===== src/rtl/usart_tx_arbiter.sv =====
// Round-robin arbiter sharing one USART TX FIFO write port among NUM_REQ byte streams.
// Define USART_ARB_HEADER_EN to prefix each burst with a {4'hA, 2'b00, gid} header byte.
module usart_tx_arbiter #(
    parameter int unsigned NUM_REQ   = 4,
    parameter int unsigned MAX_BURST = 4
) (
    input  logic                 clk,
    input  logic                 rst,
    input  logic [NUM_REQ-1:0]   req_valid,
    input  logic [8*NUM_REQ-1:0] req_data,
    input  logic [NUM_REQ-1:0]   req_last,
    output logic [NUM_REQ-1:0]   req_ready,
    output logic [NUM_REQ-1:0]   grant,
    output logic                 busy,
    output logic [7:0]           tx_data_out,
    output logic                 tx_write_en,
    input  logic                 tx_full
);

    localparam int unsigned IDX_W   = 2;
    localparam int unsigned SCAN_W  = IDX_W + 1;
    localparam int unsigned PAD_REQ = 4;
    localparam int unsigned DATA_W  = 8 * PAD_REQ;
    localparam int unsigned BEAT_W  = $clog2(MAX_BURST + 1);

    typedef enum logic [1:0] {
        IDLE   = 2'd0,
        HEADER = 2'd1,
        DATA   = 2'd2
    } state_t;

    state_t               state;
    state_t               state_next;
    logic [IDX_W-1:0]     gid;
    logic [IDX_W-1:0]     gid_next;
    logic [IDX_W-1:0]     ptr;
    logic [IDX_W-1:0]     ptr_next;
    logic [BEAT_W-1:0]    beat;
    logic [BEAT_W-1:0]    beat_next;
    logic [NUM_REQ-1:0]   grant_next;
    logic                 busy_next;
    logic                 burst_end;

    logic [PAD_REQ-1:0]   valid_pad;
    logic [PAD_REQ-1:0]   last_pad;
    logic [PAD_REQ-1:0]   ready_pad;
    logic [PAD_REQ-1:0]   pick_oh;
    logic [DATA_W-1:0]    data_pad;
    logic                 pick_found;
    logic [IDX_W-1:0]     pick_idx;
    logic [SCAN_W-1:0]    scan;

    // Widen requester buses to four lanes so a 2-bit gid always indexes exactly.
    assign valid_pad = PAD_REQ'(req_valid);
    assign last_pad  = PAD_REQ'(req_last);
    assign data_pad  = DATA_W'(req_data);
    assign req_ready = ready_pad[NUM_REQ-1:0];

    // First valid requester at or after ptr, wrapping at NUM_REQ.
    always_comb begin
        pick_found = 1'b0;
        pick_idx   = '0;
        scan       = '0;
        for (int k = 0; k < int'(NUM_REQ); k++) begin
            scan = {1'b0, ptr} + SCAN_W'(k);
            if (scan >= SCAN_W'(NUM_REQ)) begin
                scan = scan - SCAN_W'(NUM_REQ);
            end
            if (!pick_found && valid_pad[scan[IDX_W-1:0]]) begin
                pick_found = 1'b1;
                pick_idx   = scan[IDX_W-1:0];
            end
        end
        pick_oh = PAD_REQ'(1) << pick_idx;
    end

    // State register
    always_ff @(posedge clk or posedge rst) begin
        if (rst) begin
            state <= IDLE;
            gid   <= '0;
            ptr   <= '0;
            beat  <= '0;
            grant <= '0;
            busy  <= 1'b0;
        end else begin
            state <= state_next;
            gid   <= gid_next;
            ptr   <= ptr_next;
            beat  <= beat_next;
            grant <= grant_next;
            busy  <= busy_next;
        end
    end

    // Next-state logic
    always_comb begin
        state_next = state;
        gid_next   = gid;
        ptr_next   = ptr;
        beat_next  = beat;
        grant_next = grant;
        burst_end  = 1'b0;
        case (state)
            IDLE: begin
                if (pick_found) begin
                    grant_next = pick_oh[NUM_REQ-1:0];
                    gid_next   = pick_idx;
                    beat_next  = '0;
`ifdef USART_ARB_HEADER_EN
                    state_next = HEADER;
`else
                    state_next = DATA;
`endif
                end
            end
`ifdef USART_ARB_HEADER_EN
            HEADER: begin
                if (tx_write_en) begin
                    state_next = DATA;
                end
            end
`endif
            DATA: begin
                if (tx_write_en) begin
                    beat_next = beat + BEAT_W'(1);
                    burst_end = last_pad[gid] || (beat == BEAT_W'(MAX_BURST - 1));
                    if (burst_end) begin
                        state_next = IDLE;
                        grant_next = '0;
                        ptr_next   = (gid == IDX_W'(NUM_REQ - 1)) ? '0 : gid + IDX_W'(1);
                    end
                end
            end
            default: state_next = IDLE;
        endcase
        busy_next = (state_next != IDLE);
    end

    // Output logic: TX write path is combinational from state and live inputs
    always_comb begin
        tx_write_en = 1'b0;
        tx_data_out = 8'h00;
        ready_pad   = '0;
        case (state)
`ifdef USART_ARB_HEADER_EN
            HEADER: begin
                tx_data_out = {4'hA, 2'b00, gid};
                tx_write_en = !tx_full;
            end
`endif
            DATA: begin
                tx_data_out    = data_pad[{gid, 3'b000} +: 8];
                ready_pad[gid] = !tx_full;
                tx_write_en    = valid_pad[gid] && !tx_full;
            end
            default: ;
        endcase
    end

endmodule


===== config.mk =====
export PLATFORM = sky130hd
export DESIGN_NAME = usart_tx_arbiter
export DESIGN_NICKNAME = d
export VERILOG_FILES = /design/src/rtl/usart_tx_arbiter.sv
export SDC_FILE = /design/constraint.sdc
export NUM_CORES = 1
export LEC_CHECK = 0
export ABC_AREA = 1
export CORE_UTILIZATION = 30
export DETAILED_ROUTE_END_ITERATION = 7
export HOLD_SLACK_MARGIN = 0.06
export PLACE_DENSITY_LB_ADDON = 0.15
export REMOVE_ABC_BUFFERS = 1
export SYNTH_ARGS = -nofsm -noshare
export SYNTH_HDL_FRONTEND = slang
export SYNTH_SLANG_ARGS = --single-unit

===== constraint.sdc =====
create_clock -name clk -period 1.9 [get_ports clk]
set_clock_uncertainty 0.05 [all_clocks]
set_input_delay 0.57 -clock clk [delete_from_list [all_inputs] [get_ports clk]]
set_output_delay 0.57 -clock clk [all_outputs]
set_load 0.03 [all_outputs]

Word level (Yosys, flattened, before mapping)
Cells that the tools add are included. W data, S select, Z words.

ROM bits: 0. Register bits after elaboration: 14. Bits in latches: 0. Output and inout bits: 18. Input port bits: 43. Memory bits (writable): 0. Word-level logic and storage cells: 92. Memories kept: 0.

Bitwise operators: 1. Eq/ne operators: 6. Divide/modulo/power cells: 0. Add/subtract/negate cells: 9. Reductions and logical operators: 17. Shifts and indexed selects: 2. Magnitude comparators: 10. Multiply operators: 0. Mux-type cells: 41.

Operators with widths (count): $shiftx A32 B6 Y8 (1); $mux W2 (12); $mux W4 (4); $lt A2 B3 Y1 const B (5); $bmux W1 S2 (6); $mux W1 (12); $ge A3 B3 Y1 const B (3); $mux W8 (1); $pmux W4 S2 (1); $sub A2 B1 Y2 const B (4); $add A2 B2 Y3 const B (2); $mux W3 (2); $ne A2 B2 Y1 const B (3); $pmux W3 S2 (1); $reduce_and A3 Y1 (2); $logic_and A1 B1 Y1 (5); $and A4 B4 Y4 (1); $eq A2 B2 Y1 const B (2); $logic_not A1 Y1 (4); $pmux W2 S2 (1); $reduce_and A4 Y1 (1); $reduce_bool A2 Y1 (2); $shl A1 B2 Y4 const A (1); $add A2 B1 Y3 const B (1); other kinds (9) (9).

Logic depth before layout (Yosys ltp)
Depth in word-level cells: 17. Mapped depth: 12. Gate-level depth less buffers: 12.

Least setup slack after synthesis
No wires, ideal clock.

Path type: register to output. From: register gid[0]. To: output req_ready[0]. Required time: 1.280 ns. Arrival: 1.569 ns. Path buffers: 2. Slack: -0.289 ns. Stages on the path, launching flop included: 7. Cell sequence: dfrtp_1 > inv_1 > buf_2 > clkbuf_1 > ha_1 > nand2_1 > nor2_1.

Longest elaborated chain between the ends: 6. Elaborated cells on any way between the ends: 7. Classes of those cells: order compare: 2; mux: 3; bitwise: 1; reduce/logical: 1.

Ends and longest elaborated chain: from (decl) (line 34) `logic [IDX_W-1:0] gid;`; from (signal assigned) (line 88) `gid <= gid_next;`; $lt A2 B3 Y1 (not written as such) or $ge A2 B1 Y1 (tied branches) (line 154) `ready_pad[gid] = !tx_full;`; $logic_and A1 B1 Y1 (not written as such) (line 154); $mux W1 (not written as such) (line 154); $demux W1 S2 (*) (line 154); $and A4 B4 Y4 (no line) (*); $mux W4 (*) (line 145) `case (state)`; to (decl) (line 12) `output logic [NUM_REQ-1:0] req_ready,`.

Every way passes the cells marked *; elsewhere a longest branch is shown, timed or not.

Final worst setup path
From: register gid[0]. To: output tx_data_out[6].

Longest elaborated chain between the ends: 2.

Ends and longest elaborated chain: $shiftx A32 B6 Y8 (line 153) `tx_data_out = data_pad[{gid, 3'b000} +: 8];`; $mux W8 (line 145); to (decl) (line 15) `output logic [7:0] tx_data_out,`.

Every way passes these cells.

==> flow_summary.toml <==
[sta]
rsz0062_at_grt = "true"
tightest_slew_ns = 0.518
fin_hold_ws_ns = 0.455
period_share = 1.09
setup_tns_ns = -1.96
min_period_ns = 2.08
clock.fmax_mhz = 482
finalHoldViolCount = 0
timing.final.ws_setup_ns = -0.176
slew_headroom = 0.654
finalSetupViolations = 13
slew_viol_final = 0

[synthesis]
ys_types = 23
async_flop_share = 1.00
synth.largest_area_cell = "dfrtp_1"
yosysSeqAreaShare = 0.271
yosysWarnings = 0
synth_most_common_cell = "nand2_1"
synth_area_um2 = 1290
yosysTopAreaCellShare = 0.271
ys.flop_type = "dfrtp_1"
synthTopCellsByArea = "dfrtp_1 27%, nand2_1 15%, nor2_1 15%"
synthCells = 214
ys_top_cells_by_count = "52 x nand2_1, 50 x nor2_1, 19 x o21ai_0, 16 x nand3_1"
synth_edf_count = 0
yosys_register_bits = 14
synth.avg_cell_area_um2 = 6.03

[clock_network]
cts_tree = "yes"
path_clk_slew_ns = 0.05
cts_made_buffers = 3
clock_path_buffers = 2
cts.sinks = 14
clk_latency_ns = 0.24
cts_root_buffer = "clkbuf_8"
ctsHoldBuffers = 0
h-tree-depth = 1

[placed_design]
place_congestion = 0.791
port_buffers = 60
placed_cell_area_um2 = 2060
dp_hpwl_um = 2990

[routing]
post_drt_via_cell_ratio = 4.63
dr.first_iter.drc_count = 31
ant_nets = 0
wirelength_um = 4420
post_drt_wl_per_cell_um = 12.4
vias = 1645
dr.pass1.iters = 4
route.detailed.drc = 0

[status]
status = "finished, violations left"
violations = "negative setup slack"

[hold_path]
hold_class = "reg2reg"

[die]
initial_utilization = 0.318
core_area_um2 = 4060
fp.dieH_um = 67.6
dieWidth_um = 67.6
ios = 61
die_area_um2 = 4570
row_count = 23

[global_route]
grt_overflow = 0
grt_pass1_wl_um = 6470
grt_use_met1 = 0.207
grt.busiest_layer = "met2"
grt_util_met2 = 0.342
gr-usage-met3 = 0.0220
antenna_found_initial = 0
grt_start_max_net_pins = 22
grt_usage = 0.185
grt_pass1_vias = 1542

[critical_path]
path_class = "reg2out"
endpoint_kind = "output pin"
path_common_cell = "nor2_1"
crit_slowest_cell = "dfrtp_2"
path_cells = "buf_12 -> clkbuf_16 -> nor2_1 -> nor2_1 -> o21ai_1 -> a21oi_1 -> buf_4"
cpPeakStageDelay_ns = 0.44
arrival_ns = 1.46
start_kind = "flop"
worstPathMaxFanout = 8
required_ns = 1.28

[power_and_ir_drop]
powerDensity_nw_per_um2 = 1470
ir_drop_mv = 0.995
power_leakage_nw = 1.22

[final_layout]
utilization = 0.575
final_layout_size_suffix_gt1_frac = 0.272
register_area_um2 = 352
nNetsFinal = 355
nFillCells = 423
syn_to_final_growth_pct = 80.8
multi_input_area_um2 = 877
antenna_cells = 0
finalInstanceArea_um2 = 2330

[run]
drv_cap = 0
what timing repair did:
action / in CTS / in global routing
pin swaps: 32 / 15
gates resized for setup: 50 / 21
hold endpoints to repair: 0 / 0
endpoints found under the setup margin: 26 / 26
setup buffers: 4 / 5
cloned: 0 / 4
path summary, 6_finish.rpt:
kind,startpoint,end,slack (ns),cells after the start
hold / removal,grant[2]$_DFFE_PP0P_,grant[2]$_DFFE_PP0P_,0.46,2
hold reg to reg,grant[2]$_DFFE_PP0P_,grant[2]$_DFFE_PP0P_,0.46,2
setup / recovery,gid[0]$_DFFE_PP0P_,tx_data_out[6],-0.18,7
min in group asynchronous,rst,busy$_DFF_PP0_,0.61,2
setup reg to reg,gid[0]$_DFFE_PP0P_,ptr[0]$_DFFE_PP0P_,0.09,11
max in group asynchronous,rst,gid[0]$_DFFE_PP0P_,0.82,2
per-layer routing:
metal,vias to the layer above,share of wire
li1,867,-
met2,34,0.50
met4,0,0.025
met1,734,0.44
met3,10,0.041
met5,-,0
worst max-delay path: cells and delay by family, from the launching register on:
| family | cells | cell delay, ns |
|---|---|---|
| buffers and inverters | 3 | 0.49 |
| DFF | 1 | 0.44 |
| and+or+nand+nor | 2 | 0.15 |
| AOI/OAI and AO/OA | 2 | 0.15 |
flip-flops by register name, indices dropped and copies added, names as in the netlist:
name	count
state	2
busy	1
ptr	2
grant	4
gid	2
beat	3
per-stage QoR:
stage	instances	total power [mW]	worst slack (ns)
floorplan	206	1.74	-0.369
global placement	338	2.64	-0.467
detailed placement	338	2.65	-0.450
CTS	346	3.06	-0.168
global route	355	3.74	-0.272
finish	355	3.43	-0.176
where the power goes:
| part | switching, mW | internal [mW] | leakage (nW) | total (mW) |
|---|---|---|---|---|
| logic | 1.41 | 1.25 | 1.02 | 2.65 |
| clock network | 0.0990 | 0.183 | 0.0288 | 0.282 |
| registers | 0.0855 | 0.409 | 0.174 | 0.495 |
| total | 1.59 | 1.84 | 1.22 | 3.43 |
cell type report:
class                           count  area share
Sequential cell                    14       0.151
Timing Repair Buffer               94       0.394
Tap cell                           50      0.0268
Multi-Input combinational cell    176       0.376
Clock buffer                        4      0.0236
Inverter                           17      0.0295
cells in the final DEF (no fill, tap or decap), drive strengths merged:
master	synthesis	final
inv	17	17
buf	6	44
nand3b	1	1
dlygate4sd2	0	19
o31ai	1	1
a21oi	12	12
dfrtp	14	14
conb	1	1
nor2	51	51
dlymetal6s2s	0	3
o211ai	2	2
nand2	60	61
clkdlybuf4s15	0	2
clkdlybuf4s50	0	23
clkbuf	2	7
nor3	1	1
nand3	17	17
o21ai	22	22
nand4	1	1
ha	6	6
cell families after synthesis:
logic type / after synthesis / synth area share
simple gates: 131 / 0.428
compound gates: 37 / 0.149
buf+inv: 25 / 0.0901
flops: 14 / 0.271
fa+ha+maj: 6 / 0.0581
other cells: 1 / 0.00290
Note: power is estimated with default switching activity, not from simulation.
